## config.mk

```make
export PLATFORM = sky130hd
export DESIGN_NAME = seq_shift_add_multiplier_flat
export DESIGN_NICKNAME = d
export VERILOG_FILES = /design/src/rtl/seq_shift_add_multiplier_pkg.sv /design/src/rtl/seq_shift_add_multiplier_if.sv /design/src/rtl/seq_shift_add_multiplier_cond_negate.sv /design/src/rtl/seq_shift_add_multiplier.sv /design/src/flat_wrapper.sv
export SDC_FILE = /design/constraint.sdc
export NUM_CORES = 1
export LEC_CHECK = 0
export ABC_AREA = 1
export CAP_MARGIN = 20
export CORE_UTILIZATION = 50
export DETAILED_ROUTE_END_ITERATION = 8
export HOLD_SLACK_MARGIN = 0.05
export PLACE_DENSITY = 0.83
export SYNTH_ARGS = -nofsm -noshare
export SYNTH_HDL_FRONTEND = slang
export SYNTH_SLANG_ARGS = --single-unit
```

## constraint.sdc

```tcl
create_clock -name clk -period 2.7 [get_ports clk]
set_clock_uncertainty 0.2 [all_clocks]
set_input_delay 0.54 -clock clk [delete_from_list [all_inputs] [get_ports clk]]
set_output_delay 0.54 -clock clk [all_outputs]
set_load 0.05 [all_outputs]
```

## src/rtl/seq_shift_add_multiplier_pkg.sv

```systemverilog
// Shared types and elaboration helpers for the sequential shift-add multiplier.
package mult_pkg;

  typedef enum logic [1:0] {
    IDLE = 2'd0,
    RUN  = 2'd1,
    DONE = 2'd2
  } mult_state_t;

  // Ceiling log2, usable in localparam expressions to size the step counter.
  function automatic int clog2(input int value);
    int result;
    result = 0;
    while ((1 << result) < value) result++;
    return result;
  endfunction

endpackage

```

## src/rtl/seq_shift_add_multiplier_if.sv

```systemverilog
// Operand/product handshake bundle between the operand source, the multiplier and the result sink.
interface seq_shift_add_multiplier_if #(
  parameter int WIDTH = 8
);

  logic               in_valid;
  logic               in_ready;
  logic [WIDTH-1:0]   a;
  logic [WIDTH-1:0]   b;
  logic               out_valid;
  logic               out_ready;
  logic [2*WIDTH-1:0] product;
  logic               busy;

  modport master (
    output in_valid, a, b, out_ready,
    input  in_ready, out_valid, product, busy
  );

  modport slave (
    input  in_valid, a, b, out_ready,
    output in_ready, out_valid, product, busy
  );

endinterface

```

## src/rtl/seq_shift_add_multiplier_cond_negate.sv

```systemverilog
// Combinational two's-complement negate when enabled; negating zero yields zero.
module cond_negate #(
  parameter int W = 8
) (
  input  logic [W-1:0] x,
  input  logic         en,
  output logic [W-1:0] y
);

  assign y = en ? (~x + W'(1)) : x;

endmodule

```

## src/rtl/seq_shift_add_multiplier.sv

```systemverilog
// Sequential radix-2 shift-add multiplier: one partial product per cycle,
// operands and product exchanged through valid/ready handshakes.
module seq_shift_add_multiplier
  import mult_pkg::*;
#(
  parameter int WIDTH  = 8,
  parameter bit SIGNED = 1'b0
) (
  input logic                     clk,
  input logic                     rst,
  seq_shift_add_multiplier_if.slave bus
);

  localparam int              CNT_W = clog2(WIDTH + 1);
  localparam logic [CNT_W-1:0] LAST = CNT_W'(WIDTH - 1);

  mult_state_t        state;
  mult_state_t        state_next;

  logic [WIDTH-1:0]   mcand;
  logic [WIDTH-1:0]   mplier;
  logic [WIDTH-1:0]   acc_hi;
  logic [CNT_W-1:0]   count;
  logic               sign;
  logic [2*WIDTH-1:0] product_q;

  logic               a_neg;
  logic               b_neg;
  logic [WIDTH-1:0]   a_mag;
  logic [WIDTH-1:0]   b_mag;
  logic [WIDTH:0]     sum;
  logic [2*WIDTH-1:0] shifted;
  logic [2*WIDTH-1:0] result;
  logic               accept;
  logic               last_step;

  // Operands are reduced to magnitudes; the WIDTH-bit negate of -2^(WIDTH-1) is exactly its magnitude.
  assign a_neg = SIGNED & bus.a[WIDTH-1];
  assign b_neg = SIGNED & bus.b[WIDTH-1];

  cond_negate #(.W(WIDTH)) u_neg_a (
    .x  (bus.a),
    .en (a_neg),
    .y  (a_mag)
  );

  cond_negate #(.W(WIDTH)) u_neg_b (
    .x  (bus.b),
    .en (b_neg),
    .y  (b_mag)
  );

  assign accept    = (state == IDLE) && bus.in_valid;
  assign last_step = (state == RUN) && (count == LAST);

  // Carry out of the upper-half add is kept and shifted down into the accumulator.
  assign sum     = {1'b0, acc_hi} + (mplier[0] ? {1'b0, mcand} : {(WIDTH+1){1'b0}});
  assign shifted = {sum, mplier[WIDTH-1:1]};

  cond_negate #(.W(2*WIDTH)) u_neg_p (
    .x  (shifted),
    .en (sign),
    .y  (result)
  );

  always_ff @(posedge clk or posedge rst) begin
    if (rst) state <= IDLE;
    else     state <= state_next;
  end

  always_comb begin
    state_next = state;
    unique case (state)
      IDLE:    if (bus.in_valid)  state_next = RUN;
      RUN:     if (last_step)     state_next = DONE;
      DONE:    if (bus.out_ready) state_next = IDLE;
      default:                    state_next = IDLE;
    endcase
  end

  always_comb begin
    bus.in_ready  = 1'b0;
    bus.busy      = 1'b0;
    bus.out_valid = 1'b0;
    unique case (state)
      IDLE:    bus.in_ready  = 1'b1;
      RUN:     bus.busy      = 1'b1;
      DONE:    bus.out_valid = 1'b1;
      default: bus.in_ready  = 1'b0;
    endcase
  end

  // Final step registers the sign-corrected product directly, so DONE presents it with no extra cycle.
  always_ff @(posedge clk or posedge rst) begin
    if (rst) begin
      mcand     <= '0;
      mplier    <= '0;
      acc_hi    <= '0;
      count     <= '0;
      sign      <= 1'b0;
      product_q <= '0;
    end else begin
      unique case (state)
        IDLE: begin
          if (accept) begin
            mcand  <= a_mag;
            mplier <= b_mag;
            acc_hi <= '0;
            count  <= '0;
            sign   <= a_neg ^ b_neg;
          end
        end
        RUN: begin
          acc_hi <= shifted[2*WIDTH-1:WIDTH];
          mplier <= shifted[WIDTH-1:0];
          count  <= count + 1'b1;
          if (last_step) product_q <= result;
        end
        default: begin
        end
      endcase
    end
  end

  assign bus.product = product_q;

endmodule

```

## src/flat_wrapper.sv

```systemverilog
// flat-port wrapper written by rule: the top's interface ports become plain ports
module seq_shift_add_multiplier_flat import mult_pkg::*;
#(
  parameter int WIDTH  = 8,
  parameter bit SIGNED = 1'b0
)
  (clk, rst, bus_in_valid, bus_a, bus_b, bus_out_ready, bus_in_ready, bus_out_valid, bus_product, bus_busy);
  seq_shift_add_multiplier_if #(.WIDTH(WIDTH)) bus_i ();
  input logic clk;
  input logic rst;
  input wire logic [$bits(bus_i.in_valid)-1:0] bus_in_valid;
  input wire logic [$bits(bus_i.a)-1:0] bus_a;
  input wire logic [$bits(bus_i.b)-1:0] bus_b;
  input wire logic [$bits(bus_i.out_ready)-1:0] bus_out_ready;
  output wire logic [$bits(bus_i.in_ready)-1:0] bus_in_ready;
  output wire logic [$bits(bus_i.out_valid)-1:0] bus_out_valid;
  output wire logic [$bits(bus_i.product)-1:0] bus_product;
  output wire logic [$bits(bus_i.busy)-1:0] bus_busy;
  assign bus_i.in_valid = bus_in_valid;
  assign bus_i.a = bus_a;
  assign bus_i.b = bus_b;
  assign bus_i.out_ready = bus_out_ready;
  assign bus_in_ready = bus_i.in_ready;
  assign bus_out_valid = bus_i.out_valid;
  assign bus_product = bus_i.product;
  assign bus_busy = bus_i.busy;
  seq_shift_add_multiplier #(.WIDTH(WIDTH), .SIGNED(SIGNED)) u_core (.clk(clk), .rst(rst), .bus(bus_i));
endmodule
```

==> results by stage, run 1 <==
Synth:
- After technology mapping, the gate count stands at 277.
- A synthesized cell averages 8.36 um^2.
- The synthesized netlist net count is 307.
- During synthesis, Yosys emitted a total of 0 warnings.
- The synthesized flop and latch total is 46.
- The distinct cell type count after synthesis is 28.
- After synthesis, flip-flops and latches occupy 49.7% of the total area.
- The mapped netlist covers 2310 um^2.

Die:
- The die span in x is 70.0 um.
- The total number of placement rows is 24.
- The die covers 4910 um^2.
- The standard cell core area is 4410 um^2.
- The overall die height is 70.0 um.
- The number of placed I/O pins is 39.
- The starting density of the core is 52.4%.

Power:
- Of the total power, the clock network draws 14.0%.
- The switching part of the total is 46.7%.
- VDD sags by at most 0.433 mV.
- Of the total power, registers draw 32.6%.
- The power per cell area is 1290 nW/um^2.
- The internal power of the cells totals 1.95 mW.
- The combinational fraction of design power is 53.4%.
- Summed over all cells, the static leakage comes to 1.48 nW.
- For this design the total switching power over the nets is 1.71 mW.

Global routing:
- Entering global routing, the biggest net connects 47 pins.
- The initial antenna violation count is 0.
- The via count of the first global-routing pass is 1787.
- The first global-routing pass estimated 8.13 mm of wire.
- The total global routing track utilization is 20.8%.
- The total congestion overflow after global routing is 0.

STA:
- The final setup violation count is 0.
- Setup repair after global routing left no endpoint under its margin.
- Static timing analysis puts the maximum clock frequency at 0.404 GHz.
- The final-report max-slew violation count is 0.
- The clock period minus final worst setup slack is 2470 ps.
- The tightest hold path in the finished design has a slack of 280 ps.
- After routing, the total negative slack on setup checks comes to 0 ps.
- In the finished design, the share of the clock period the worst path needs comes to 91.6%.
- The final count of hold timing violations is 0.
- The worst pin sits at a relative slew slack of 61.9%.
- The actual transition at the worst max-transition pin is 572 ps.

Min path:
- The path type of the worst min-delay path is reg -> reg.

Setup path:
- The source of the worst register-to-register timing path is u_core.mplier[0]$_DFFE_PP0P_.
- The count of cells along the worst register-to-register path is 12.
- The most critical setup path has its startpoint at u_core.state[0]$_DFFE_PP0P_.
- The worst path required time is 1960 ps.
- The biggest fanout along the worst timing path is 4.
- In this run the worst setup path terminates at bus_in_ready.
- The endpoint class of the critical path is an output pin.
- STA puts the critical path data arrival time at 1730 ps.
- The class of the most critical setup path is reg -> out.
- The slack of the worst reg-to-reg path is 530 ps.
- In this run the critical register-to-register path is captured at u_core.bus.product[11]$_DFFE_PP0P_.
- The launching element type of the critical path is a flop.

Place:
- At the end of routability-driven placement, the weighted congestion stood at 0.845.
- The count of input and output buffers is 38.
- The cell area reported after detailed placement is 2710 um^2.
- The wire-length estimate of the detail-placed layout is 3.19 mm.

Route:
- After detailed routing, the number of vias per cell comes to 5.00.
- The pre-antenna-repair detailed-routing pass consisted of 4 iterations.
- After detailed routing, the number of remaining DRC violations is 0.
- The wire length reported by the detailed router is 4.48 mm.
- The total met2 wirelength after detailed routing is 2.07 mm.
- Summed over all nets, wire length on met3 after detailed routing comes to 123 um.
- The first-iteration detailed-routing DRC count is 182.
- After detailed routing, no signal wire sits above met4.
- The routed layout has 1845 vias.
- The detailed router put a total of 2.23 mm of wire on met1.
- After detailed routing, the average wire length per cell comes to 12.1 um.
- The remaining number of nets flagged by the antenna check after routing is 0.

Clock tree:
- Hold repair after CTS inserted 0 buffers.
- The clock passes through at most 2 buffers.
- Post-CTS repair changed the size of 0 cells.
- The total CTS buffers is 5.
- The cell at the root of the clock tree is sky130_fd_sc_hd__clkbuf_8.
- The H-tree generated during clock tree synthesis spans 2 levels.
- The clock net in this run drives a total of 46 sinks.
- After clock tree synthesis, the clock-pin slew on the worst setup and hold paths is 90 ps.
- The post-CTS setup repair buffer count is 0.
- The worst-skew pair later-pin latency is 300 ps.
- TritonCTS built the clock tree.

Layout:
- Leaving out fill and tap cells, the most frequent cells in the layout are 103 x sky130_fd_sc_hd__nand2_1, 46 x sky130_fd_sc_hd__dfrtp_1, 37 x sky130_fd_sc_hd__clkdlybuf4s50_1.
- The net total in the final layout is 346.
- The most common cell after layout, fill and taps aside is sky130_fd_sc_hd__nand2_1.
- The area overhead of the layout relative to synthesis is 22.0%.
- The final-layout fill cell count is 380.
- Cells with a size suffix above 1 make up 8.83% of the layout.
- The sequential cell area is 1150 um^2.
- The number of antenna diodes in the final layout is 0.
- The footprint of the multi-input gates is 992 um^2.
- The final standard cell area without fillers is 2820 um^2.

Run:
- The max-capacitance violation count is 0.

Outcome:
- The run finished with clean final reports.
==> state kept, by name, indices dropped and copies added, names as in the netlist <==
| signal | flops |
|---|---|
| u_core.bus.product | 16 |
| u_core.mplier | 8 |
| u_core.mcand | 8 |
| u_core.state | 2 |
| u_core.acc_hi | 8 |
| u_core.count | 4 |
==> per-layer routing <==
layer / vias up / track usage [%]
met4: 0 / 6.00
met5: - / 0
met2: 31 / 32.2
met3: 6 / 4.04
met1: 853 / 30.0
li1: 955 / -
==> area by class of cell <==
| type | count | share of cell area (%) |
|---|---|---|
| repair buffers | 39 | 13.6 |
| flip-flops and latches | 46 | 40.8 |
| inverters | 32 | 4.25 |
| multi-input cells | 192 | 35.1 |
| clock inverters | 2 | 1.33 |
| clock buffers | 6 | 2.57 |
| well taps | 52 | 2.30 |
==> synth_stat cells, drive strengths merged <==
cell type  number  area [um^2]
and2            1         6.26
dfrtp          46         1150
o22ai           1         6.26
fa              1         20.0
nor3            6         41.3
nor2           14         52.6
clkbuf          2         7.51
nand3          16         80.1
o211ai          2         15.0
o31ai           1         7.51
or2             3         18.8
o21a            1         7.51
buf             5         43.8
ha              9          113
a21oi           4         20.0
xor2            2         17.5
nand3b          2         15.0
o21ai          16          114
a211oi          5         37.5
nand2         107          412
inv            32          120
a22o            1         8.76
==> cells by family (layout without fill, tap and decap cells) <==
| logic type | after synthesis | in the layout | share of synthesized area (%) |
|---|---|---|---|
| AOI/OAI and AO/OA | 31 | 31 | 9.35 |
| and+or+nand+nor | 149 | 149 | 27.0 |
| adders and majority gates | 10 | 10 | 5.73 |
| DFF | 46 | 46 | 49.7 |
| xor gates and xnor gates | 2 | 2 | 0.757 |
| buffers and inverters | 39 | 79 | 7.41 |
==> power groups by stage <==
stage	Combinational [mW]	Clock (mW)	Sequential, mW
2_1_floorplan	1.17	0	1.49
3_3_place_gp	1.90	0	1.19
3_5_place_dp	1.95	0	1.20
4_1_cts	1.96	0.518	1.19
5_1_grt	2.16	0.551	1.24
6_report	1.95	0.511	1.19
==> worst max-delay path, cell delays in order, from the launching register on <==
cell	delay, ps
sky130_fd_sc_hd__dfrtp_1	420
sky130_fd_sc_hd__nor2_1	180
sky130_fd_sc_hd__clkdlybuf4s50_1	830
==> through the flow <==
step / instances / setup WS, ps / utilization, % / power (mW)
global placement: 361 / 577 / 61.5 / 3.09
floorplan: 277 / 546 / - / 2.66
CTS: 369 / 222 / 64.0 / 3.67
finish: 369 / 227 / 64.0 / 3.65
global route: 369 / 177 / 64.0 / 3.95
detailed placement: 361 / 535 / 61.5 / 3.15
==> worst min path at each step <==
stage	start	to	slack, ps	cells past startpoint
finish	u_core.bus.product[7]$_DFFE_PP0P_	u_core.bus.product[7]$_DFFE_PP0P_	280	2
global route	u_core.bus.product[15]$_DFFE_PP0P_	u_core.bus.product[15]$_DFFE_PP0P_	300	2
CTS	u_core.bus.product[7]$_DFFE_PP0P_	u_core.bus.product[7]$_DFFE_PP0P_	290	2
detailed placement	u_core.bus.product[7]$_DFFE_PP0P_	u_core.bus.product[7]$_DFFE_PP0P_	260	2
global placement	u_core.bus.product[7]$_DFFE_PP0P_	u_core.bus.product[7]$_DFFE_PP0P_	260	2
floorplan	u_core.mcand[0]$_DFFE_PP0P_	u_core.mcand[0]$_DFFE_PP0P_	250	2
Power figures use the tool's default switching activity.
==> inputs of run 2 (changes only) <==
--- a/config.mk
+++ b/config.mk
@@ -11,6 +11,7 @@
 export DETAILED_ROUTE_END_ITERATION = 8
 export HOLD_SLACK_MARGIN = 0.05
 export PLACE_DENSITY = 0.83
+export SLEW_MARGIN = 20
 export SYNTH_ARGS = -nofsm -noshare
 export SYNTH_HDL_FRONTEND = slang
 export SYNTH_SLANG_ARGS = --single-unit
==> results of run 2 <==
Same layout as run 1: the final DEF is identical, and so are final timing and power.
